[src/rtl/axi4_lite_slave_regs.sv]
// AXI4-Lite responder backed by a NUM_REGS x DATA_WIDTH register file.
// Independent write (AW/W in any order) and read FSMs; out-of-range accesses answer SLVERR.
module axi4_lite_slave_regs #(
  parameter int unsigned ADDR_WIDTH = 32,
  parameter int unsigned DATA_WIDTH = 32,
  parameter int unsigned NUM_REGS   = 16,
  parameter int unsigned ADDR_LSB   = 0
) (
  input  logic                      ACLK,
  input  logic                      ARESET,
  input  logic [ADDR_WIDTH-1:0]     AWADDR,
  input  logic                      AWVALID,
  output logic                      AWREADY,
  input  logic [DATA_WIDTH-1:0]     WDATA,
  input  logic [DATA_WIDTH/8-1:0]   WSTRB,
  input  logic                      WVALID,
  output logic                      WREADY,
  output logic [1:0]                BRESP,
  output logic                      BVALID,
  input  logic                      BREADY,
  input  logic [ADDR_WIDTH-1:0]     ARADDR,
  input  logic                      ARVALID,
  output logic                      ARREADY,
  output logic [DATA_WIDTH-1:0]     RDATA,
  output logic [1:0]                RRESP,
  output logic                      RVALID,
  input  logic                      RREADY
);

  localparam int unsigned STRB_W = DATA_WIDTH / 8;
  localparam int unsigned IDX_W  = $clog2(NUM_REGS);
  localparam logic [1:0]  RESP_OKAY   = 2'b00;
  localparam logic [1:0]  RESP_SLVERR = 2'b10;

  typedef enum logic [1:0] {W_IDLE, W_WAIT_W, W_WAIT_AW, W_RESP} w_state_t;
  typedef enum logic {R_IDLE, R_RESP} r_state_t;

  w_state_t w_state, w_state_n;
  r_state_t r_state, r_state_n;

  logic [DATA_WIDTH-1:0] regs [NUM_REGS];
  logic [ADDR_WIDTH-1:0] aw_addr_q;
  logic [DATA_WIDTH-1:0] w_data_q;
  logic [STRB_W-1:0]     w_strb_q;

  logic                  aw_ready_c, w_ready_c, ar_ready_c;
  logic                  wr_en, aw_latch, w_latch, rd_en;
  logic [ADDR_WIDTH-1:0] wr_addr;
  logic [DATA_WIDTH-1:0] wr_data;
  logic [STRB_W-1:0]     wr_strb;

  // Any address bit above the index field makes the access out of range.
  function automatic logic addr_ok(input logic [ADDR_WIDTH-1:0] a);
    return (a >> ADDR_LSB) < ADDR_WIDTH'(NUM_REGS);
  endfunction

  function automatic logic [IDX_W-1:0] addr_idx(input logic [ADDR_WIDTH-1:0] a);
    return IDX_W'(a >> ADDR_LSB);
  endfunction

  // Readies are blanked combinationally for as long as reset is held.
  assign AWREADY = aw_ready_c & ~ARESET;
  assign WREADY  = w_ready_c  & ~ARESET;
  assign ARREADY = ar_ready_c & ~ARESET;
  assign BVALID  = (w_state == W_RESP);
  assign RVALID  = (r_state == R_RESP);

  // Whichever half arrives last comes straight from the bus, the other from its latch.
  assign wr_addr = (w_state == W_WAIT_W)  ? aw_addr_q : AWADDR;
  assign wr_data = (w_state == W_WAIT_AW) ? w_data_q  : WDATA;
  assign wr_strb = (w_state == W_WAIT_AW) ? w_strb_q  : WSTRB;

  always_comb begin
    w_state_n  = w_state;
    aw_ready_c = 1'b0;
    w_ready_c  = 1'b0;
    wr_en      = 1'b0;
    aw_latch   = 1'b0;
    w_latch    = 1'b0;
    case (w_state)
      W_IDLE: begin
        aw_ready_c = 1'b1;
        w_ready_c  = 1'b1;
        if (AWVALID && WVALID) begin
          wr_en     = 1'b1;
          w_state_n = W_RESP;
        end else if (AWVALID) begin
          aw_latch  = 1'b1;
          w_state_n = W_WAIT_W;
        end else if (WVALID) begin
          w_latch   = 1'b1;
          w_state_n = W_WAIT_AW;
        end
      end
      W_WAIT_W: begin
        w_ready_c = 1'b1;
        if (WVALID) begin
          wr_en     = 1'b1;
          w_state_n = W_RESP;
        end
      end
      W_WAIT_AW: begin
        aw_ready_c = 1'b1;
        if (AWVALID) begin
          wr_en     = 1'b1;
          w_state_n = W_RESP;
        end
      end
      W_RESP: begin
        if (BREADY) w_state_n = W_IDLE;
      end
      default: w_state_n = W_IDLE;
    endcase
  end

  always_ff @(posedge ACLK) begin
    if (ARESET) begin
      w_state   <= W_IDLE;
      aw_addr_q <= '0;
      w_data_q  <= '0;
      w_strb_q  <= '0;
      BRESP     <= RESP_OKAY;
      for (int i = 0; i < int'(NUM_REGS); i++) regs[i] <= '0;
    end else begin
      w_state <= w_state_n;
      if (aw_latch) aw_addr_q <= AWADDR;
      if (w_latch) begin
        w_data_q <= WDATA;
        w_strb_q <= WSTRB;
      end
      if (wr_en) begin
        BRESP <= addr_ok(wr_addr) ? RESP_OKAY : RESP_SLVERR;
        if (addr_ok(wr_addr)) begin
          for (int b = 0; b < int'(STRB_W); b++) begin
            if (wr_strb[b]) regs[addr_idx(wr_addr)][b*8 +: 8] <= wr_data[b*8 +: 8];
          end
        end
      end
    end
  end

  always_comb begin
    r_state_n  = r_state;
    ar_ready_c = 1'b0;
    rd_en      = 1'b0;
    case (r_state)
      R_IDLE: begin
        ar_ready_c = 1'b1;
        if (ARVALID) begin
          rd_en     = 1'b1;
          r_state_n = R_RESP;
        end
      end
      R_RESP: begin
        if (RREADY) r_state_n = R_IDLE;
      end
      default: r_state_n = R_IDLE;
    endcase
  end

  // Read data samples the register file before any same-edge write lands.
  always_ff @(posedge ACLK) begin
    if (ARESET) begin
      r_state <= R_IDLE;
      RDATA   <= '0;
      RRESP   <= RESP_OKAY;
    end else begin
      r_state <= r_state_n;
      if (rd_en) begin
        RDATA <= addr_ok(ARADDR) ? regs[addr_idx(ARADDR)] : '0;
        RRESP <= addr_ok(ARADDR) ? RESP_OKAY : RESP_SLVERR;
      end
    end
  end

endmodule
[config.mk]
export PLATFORM = sky130hd
export DESIGN_NAME = axi4_lite_slave_regs
export DESIGN_NICKNAME = d
export VERILOG_FILES = /design/src/rtl/axi4_lite_slave_regs.sv
export SDC_FILE = /design/constraint.sdc
export NUM_CORES = 1
export LEC_CHECK = 0
export BUFFER_PORTS_ARGS = -buffer_cell sky130_fd_sc_hd__buf_2
export CORE_UTILIZATION = 52
export CTS_CLUSTER_DIAMETER = 40
export DETAILED_ROUTE_END_ITERATION = 16
export HOLD_SLACK_MARGIN = 0.08
export PLACE_DENSITY = 0.66
export SLEW_MARGIN = 20
export SYNTH_ARGS = -nofsm -noshare
export SYNTH_HDL_FRONTEND = slang
export SYNTH_SLANG_ARGS = --single-unit
[constraint.sdc]
create_clock -name ACLK -period 7.26 [get_ports ACLK]
set_input_delay 1.452 -clock ACLK [delete_from_list [all_inputs] [get_ports ACLK]]
set_output_delay 1.452 -clock ACLK [all_outputs]
set_load 0.005 [all_outputs]
==> results.md, run 1 <==
* CP endpoint kind: flop
* Largest stage delay, worst path at between 800 and 900 ps
* Synth Area in Simple Gates at 0.155
* Fmax at 255 MHz
* Clock sinks at between 600 and 700
* Worst-Margin Slew at around 1000 ps
* Worst-Skew Late Latency at ~660 ps
* Sequential area share after synthesis at 0.608
* Buf/Inv on CP at 2
* Worst Min Path Start: w_data_q[22]
* Cts hold-fix bufs at 0
* PortBufs at 145
* Complex-gate fraction of the synthesized area at 0.0786
* Final Cycle Share at 0.540
* Global route overflow at 0
* Finish-stage setup viols at 0
* Post-Synth Adder-Cell Area at 0.00174
* Final max-slew violation count at 0
* Worst r2r src: w_state[0]
* Via/cell ratio at approximately 6.8
* CP startpoint: w_state[0]
* Die height at between 200 and 250 um
* Crit-path slowest cell: ha_2
* RSZ-0062 raised after global routing: false
* Width of the chip at about 240 um
* Mapped Area at 0.0287 sq mm
* Max Clock Skew at 24.3 ps
* Remaining DRCs at 0
* Crit Path Category: flop to flop
* DR WL/cell at 28.2 um
* Ys flop type: edfxtp_1
* Post-CTS Setup Inserts at 0
* Fin nets at approximately 2400
* Most frequent cells in the layout: edfxtp_1 (512), nor3_1 (273), nor4_1 (245)
* Core Box Area at between 0.05 and 0.06 sq mm
* Largest net degree at the start of global routing at between 150 and 200
* Crit-path max FO at between 60 and 70
* Crit path required time at around 7600 ps
* Vias in the first global route at ~21000
* CTS root buffer: clkbuf_16
* H-tree levels at 3
* Final TNS setup at 0 ps
* DRT Pass-1 Iters at 7
* Total CTS buffers at 91
* Worst Path Arrival at between 4000 and 5000 ps
* Syn. warnings at 0
* Initial antenna violation count at 1
* Layout area overhead at 13.8%
* Post-synth EDFFs at 512
* Largest family of logic cells by synthesized area: simple AND/OR/NAND/NOR gates
* Reg-to-reg slack, setup at roughly 3300 ps
* Via count at between 20000 and 25000
* Commonest non-fill, non-tap cell in the layout: edfxtp_1
* XOR/XNOR share of the synthesized area at 0
* Row Count at 85
* Status: finished clean
* Worst Slack Setup Final at roughly 3300 ps
* Starting density of the core at 0.530
* Final Hold Fails at 0
* Total Wirelength at approximately 90000 um
* CTS resizes at 0
* CTS tree: yes
* Detailed Route Iter0 Violations at between 2000 and 3000
* First-pass GRT wire length at 129000 um
* Clock Path Buffers at 3
* Hold Crit Class: flop to flop
* FFs w/ async S/R, synth at 0
* Synth Register Bits at ~620
* Max Cap Viol at 0
* Mux contribution to synthesized area at 0.107
* Post-layout util at 0.603
* Leakage at ~0.011 uW
* Clock slew at reported path FFs at 50 ps
* DIE AREA at 0.0562 sq mm
* Syn_area_per_cell at 12.2 sq um
* Pre-CTS setup slack at approximately 3100 ps
* ANT nets after route at 0
* Yosys cell types at 46
* Layout cells sized above 1 at 0.222
* Max rail drop VDD at roughly 0.20 mV
* Mapped Cells at approximately 2300
* Final min period at slightly below 4000 ps
* Ports at between 100 and 150
* Power Density at around 320 mW/mm^2
* Delay-heaviest family, CP: compound AO/OA/AOI/OAI gates
* Crit-path cells: inv_1 > ha_2 > a22oi_1 > a21o_4 > buf_4 > nor2_1 > a31o_2
* Tot GR Track Use at 0.311
* Hold_ws at between 400 and 500 ps
* Max_slew headroom at 0.312
* CP startpoint kind: flop
* Routability cong. at around 0.85
* DP Wirelength at about 50000 um
==> stage by stage <==
step / area (sq um) / instances / power [uW]
5_1_grt: 32700 / 3104 / 10700
4_1_cts: 32700 / 3104 / 10400
3_3_place_gp: 29400 / 2932 / 5740
3_5_place_dp: 29400 / 2932 / 5780
2_1_floorplan: 28700 / 2347 / 5280
6_report: 32700 / 3105 / 10500
==> final timing paths <==
path | to | cells past startpoint
worst min register to register | w_data_q[22] | 2
worst min-delay path | w_data_q[22] | 2
worst max-delay path | regs[8][24] | 7
worst max register to register | regs[8][24] | 7
==> cells by family after synthesis <==
logic type	after synthesis
AND/OR/NAND/NOR	847
flip-flops	617
other	1
AO/OA/AOI/OAI	320
buffers and inverters	298
adder cells (fa/ha/maj)	4
multiplexers	259
==> layer usage <==
metal	track usage	part of all wire	vias up
li1	-	-	9186
met1	0.397	0.37	10397
met2	0.499	0.48	1195
met3	0.0662	0.099	275
met4	0.168	0.056	2
met5	0	0.00015	-
==> worst reg2reg max path, stage by stage, from the launching register on <==
cell and delay (ps):
dfxtp_1 340, inv_1 90, ha_2 850, a22oi_1 220, a21o_4 500, buf_4 450
nor2_1 690, a31o_2 450
==> cells in the mapped netlist (2+ instances only) <==
library cell  count  area share
a22oi_1           2     0.00052
nand4_1           6      0.0013
edfxtp_1        512        0.54
nor3b_2           4      0.0017
nor3_1          273       0.048
o22ai_1          78       0.017
and3b_1           6      0.0018
a211oi_1         32      0.0084
mux2_2           36       0.014
nand2b_1          2     0.00044
clkbuf_1        173       0.023
nor3b_1           2     0.00052
o31ai_1          33      0.0086
or2_1             2     0.00044
and3_1            2     0.00044
ha_1              4      0.0017
dfxtp_1         105       0.073
nor4_2           17      0.0074
o221ai_1         32      0.0098
nor2_1           59      0.0077
buf_1            19      0.0025
buf_2            72       0.013
a21oi_1          72       0.013
buf_6            27       0.011
inv_1             5     0.00065
mux4_2           34       0.027
or2_2            14      0.0030
a31o_2           64       0.020
nor2b_1           7      0.0015
mux2i_1         189       0.066
nor4_1          245       0.053
buf_4             2     0.00052
nand2_1         203       0.027
==> final cells by class <==
cell class / instances / area (sq um)
diodes: 1 / 2.50
clock buffers: 105 / 2430
clock inverters: 67 / 870
fillers: 4328 / 21500
inverters: 5 / 18.8
multi-input cells: 1432 / 9960
flip-flops and latches: 617 / 17500
well taps: 696 / 871
repair buffers: 182 / 1070
==> power breakdown <==
group,internal [uW],switching (uW)
clock network,2930,1780
logic,382,1350
registers,3970,55.5
==> state kept, by name, summed over array words and instances, names as in the netlist <==
| signal | cells |
|---|---|
| BRESP | 1 |
| aw_addr_q | 32 |
| regs | 512 |
| w_state | 2 |
| w_data_q | 32 |
| w_strb_q | 4 |
| RDATA | 32 |
| RRESP | 1 |
| RVALID | 1 |
Note: power is estimated with default switching activity, not from simulation.
==> inputs of run 2 (changes only) <==
--- a/config.mk
+++ b/config.mk
@@ -10,7 +10,7 @@
 export CTS_CLUSTER_DIAMETER = 40
 export DETAILED_ROUTE_END_ITERATION = 16
 export HOLD_SLACK_MARGIN = 0.08
-export PLACE_DENSITY = 0.66
+export PLACE_DENSITY = 0.69
 export SLEW_MARGIN = 20
 export SYNTH_ARGS = -nofsm -noshare
 export SYNTH_HDL_FRONTEND = slang
==> constraint.sdc (replaced) <==
create_clock -name ACLK -period 3.2 [get_ports ACLK]
set_input_delay 0.64 -clock ACLK [delete_from_list [all_inputs] [get_ports ACLK]]
set_output_delay 0.64 -clock ACLK [all_outputs]
set_load 0.005 [all_outputs]
==> run 2 against run 1 <==
Against the previous run:
- combinational power is 140% higher
- worst setup slack lost 3100 ps
- sequential power grew 130%
- clock power increased by 110%
- count of clock-buffer cells in the layout grew 1
- final area is 2.0% higher
- core utilization grew 1.2 points
==> results.md, run 2 (synthesis results as in run 1) <==
* Final TNS setup at 0 ps
* DIE AREA at approximately 0.056 sq mm
* Final Cycle Share at 0.911
* Core Box Area at 0.0542 sq mm
* RR Endpoint: regs[13][6]
* Dpl cell area at roughly 0.030 sq mm
* ANT nets after route at 0
* DRT Pass-1 Iters at 6
* H-tree levels at 3
* Crit path required time at 3610 ps
* Largest net degree at the start of global routing at between 80 and 90
* Routability cong. at 0.887
* Row Count at 85
* Final max-slew violation count at 0
* Most frequent cells in the layout: edfxtp_1 (512), nor3_1 (273), nor4_1 (245)
* Delay-heaviest family, CP: simple AND/OR/NAND/NOR gates
* Starting density of the core at 0.530
* Commonest non-fill, non-tap cell in the layout: edfxtp_1
* Layout cells sized above 1 at 0.252
* DP Wirelength at between 50000 and 60000 um
* Via count at 21878
* Worst Hold Path Cells at 3
* Total Wirelength at ~88000 um
* Via/cell ratio at ~6.8
* Worst Min Path Start: WDATA[20]
* Power Density at about 690 mW/mm^2
* Worst Path Arrival at 3320 ps
* Register bank with the most flops: regs
* Most Crowded Layer GR: met2
* Met1 Track Usage GR at 0.397
* Crit-path slowest cell: o22a_4
* PortBufs at 145
* Reg-to-reg slack, setup at about 290 ps
* Design area at between 0.03 and 0.04 sq mm
* Initial antenna violation count at 3
* Largest stage delay, worst path at 490 ps
* CTS root buffer: clkbuf_16
* Status: finished clean
* Total CTS buffers at 88
* Buf/Inv on CP at 2
* Clock slew at reported path FFs at approximately 50 ps
* CTS tree: yes
* Leakage at roughly 0.012 uW
* CP endpoint kind: flop
* Clock Path Buffers at 3
* Max rail drop VDD at roughly 0.47 mV
* Max_slew headroom at 0.505
* DR WL/cell at 27.2 um
* Vias in the first global route at ~21000
* Worst r2r src: w_state[1]
* Layout area overhead at 16.1%
* Hold Crit Class: input port to flop
* Number of flip-flops in the largest register at a little over 500
* RSZ-0062 raised after global routing: false
* Detailed Route Iter0 Violations at between 2000 and 3000
* Worst-Margin Slew at approximately 740 ps
* Die height at 237 um
* Fmax at about 340 MHz
* Crit-path max FO at 86
* Tot GR Track Use at 0.311
* Post-CTS Setup Inserts at 0
* Max Clock Skew at roughly 18 ps
* Met2 usage at 0.500
* Hold EP: w_data_q[20]
* Remaining DRCs at 0
* Crit-path cells: inv_1 > ha_2 > nor4b_2 > nand4_1 > o22a_4 > buf_12 > nor4_1
* Finish-stage setup viols at 0
* Max Cap Viol at 0
* Grt met3 use at 0.0599
* Worst-Skew Late Latency at about 640 ps
* Final min period at 2910 ps
* Crit Path Category: flop to flop
* First-pass GRT wire length at roughly 130000 um
* Clock sinks at around 620
* CP startpoint kind: flop
* Final Hold Fails at 0
* Ports at 148
* Reg2Reg Depth at 7
* Width of the chip at 237 um
* Global route overflow at 0
* Fin nets at 2556
==> run 2: repair_timing <==
action,4_1_cts,5_1_grt
setup endpoints to repair,0,37
hold buffers,0,0
gates resized for setup,0,2
==> run 2: worst min-delay path, cell delays in order <==
cell     delay (ps)
buf_2           100
nand2_1          50
a21oi_1          50
==> run 2: how the worst max path moves through the flow <==
stage                     from           end  slack (ps)  cells after the start
floorplan           w_state[1]    regs[0][0]         810                     10
global placement    w_state[1]   regs[5][21]         260                      7
detailed placement  w_state[1]  regs[11][29]         150                      7
CTS                 w_state[1]   regs[13][6]          90                      7
global route        w_state[1]   regs[13][6]         140                      7
finish              w_state[1]   regs[13][6]         290                      7
==> run 2: per-layer routing <==
metal  wire length, um  part of all wire  up-vias
met5                 0                 0        -
met4              5130             0.059        0
met3              8920              0.10      295
met2             41600              0.48     1431
met1             31900              0.36    10748
li1                  -                 -     9404
==> run 2: cell type report <==
type / instances / area (sq um)
inverters: 5 / 18.8
repair buffers: 301 / 2070
clock inverters: 58 / 633
clock buffers: 106 / 2330
well taps: 696 / 871
flip-flops and latches: 617 / 17500
diodes: 4 / 10.0
fillers: 4182 / 20900
multi-input cells: 1432 / 9940
==> run 2: power by group <==
| part | switching (uW) | internal, uW |
|---|---|---|
| clock | 3790 | 6010 |
| sequential | 131 | 9000 |
| combinational | 3050 | 1120 |
==> run 2: through the flow <==
stage / util / hold slack (ps) / total power [uW] / std cells / setup slack, ps
2_1_floorplan: - / 433 / 12000 / 2347 / 812
3_3_place_gp: 0.560 / 439 / 13200 / 3051 / 257
3_5_place_dp: 0.560 / 441 / 13300 / 3051 / 154
4_1_cts: 0.615 / 230 / 23000 / 3215 / 92.5
5_1_grt: 0.615 / 249 / 23700 / 3218 / 137
6_report: 0.615 / 252 / 23100 / 3219 / 286
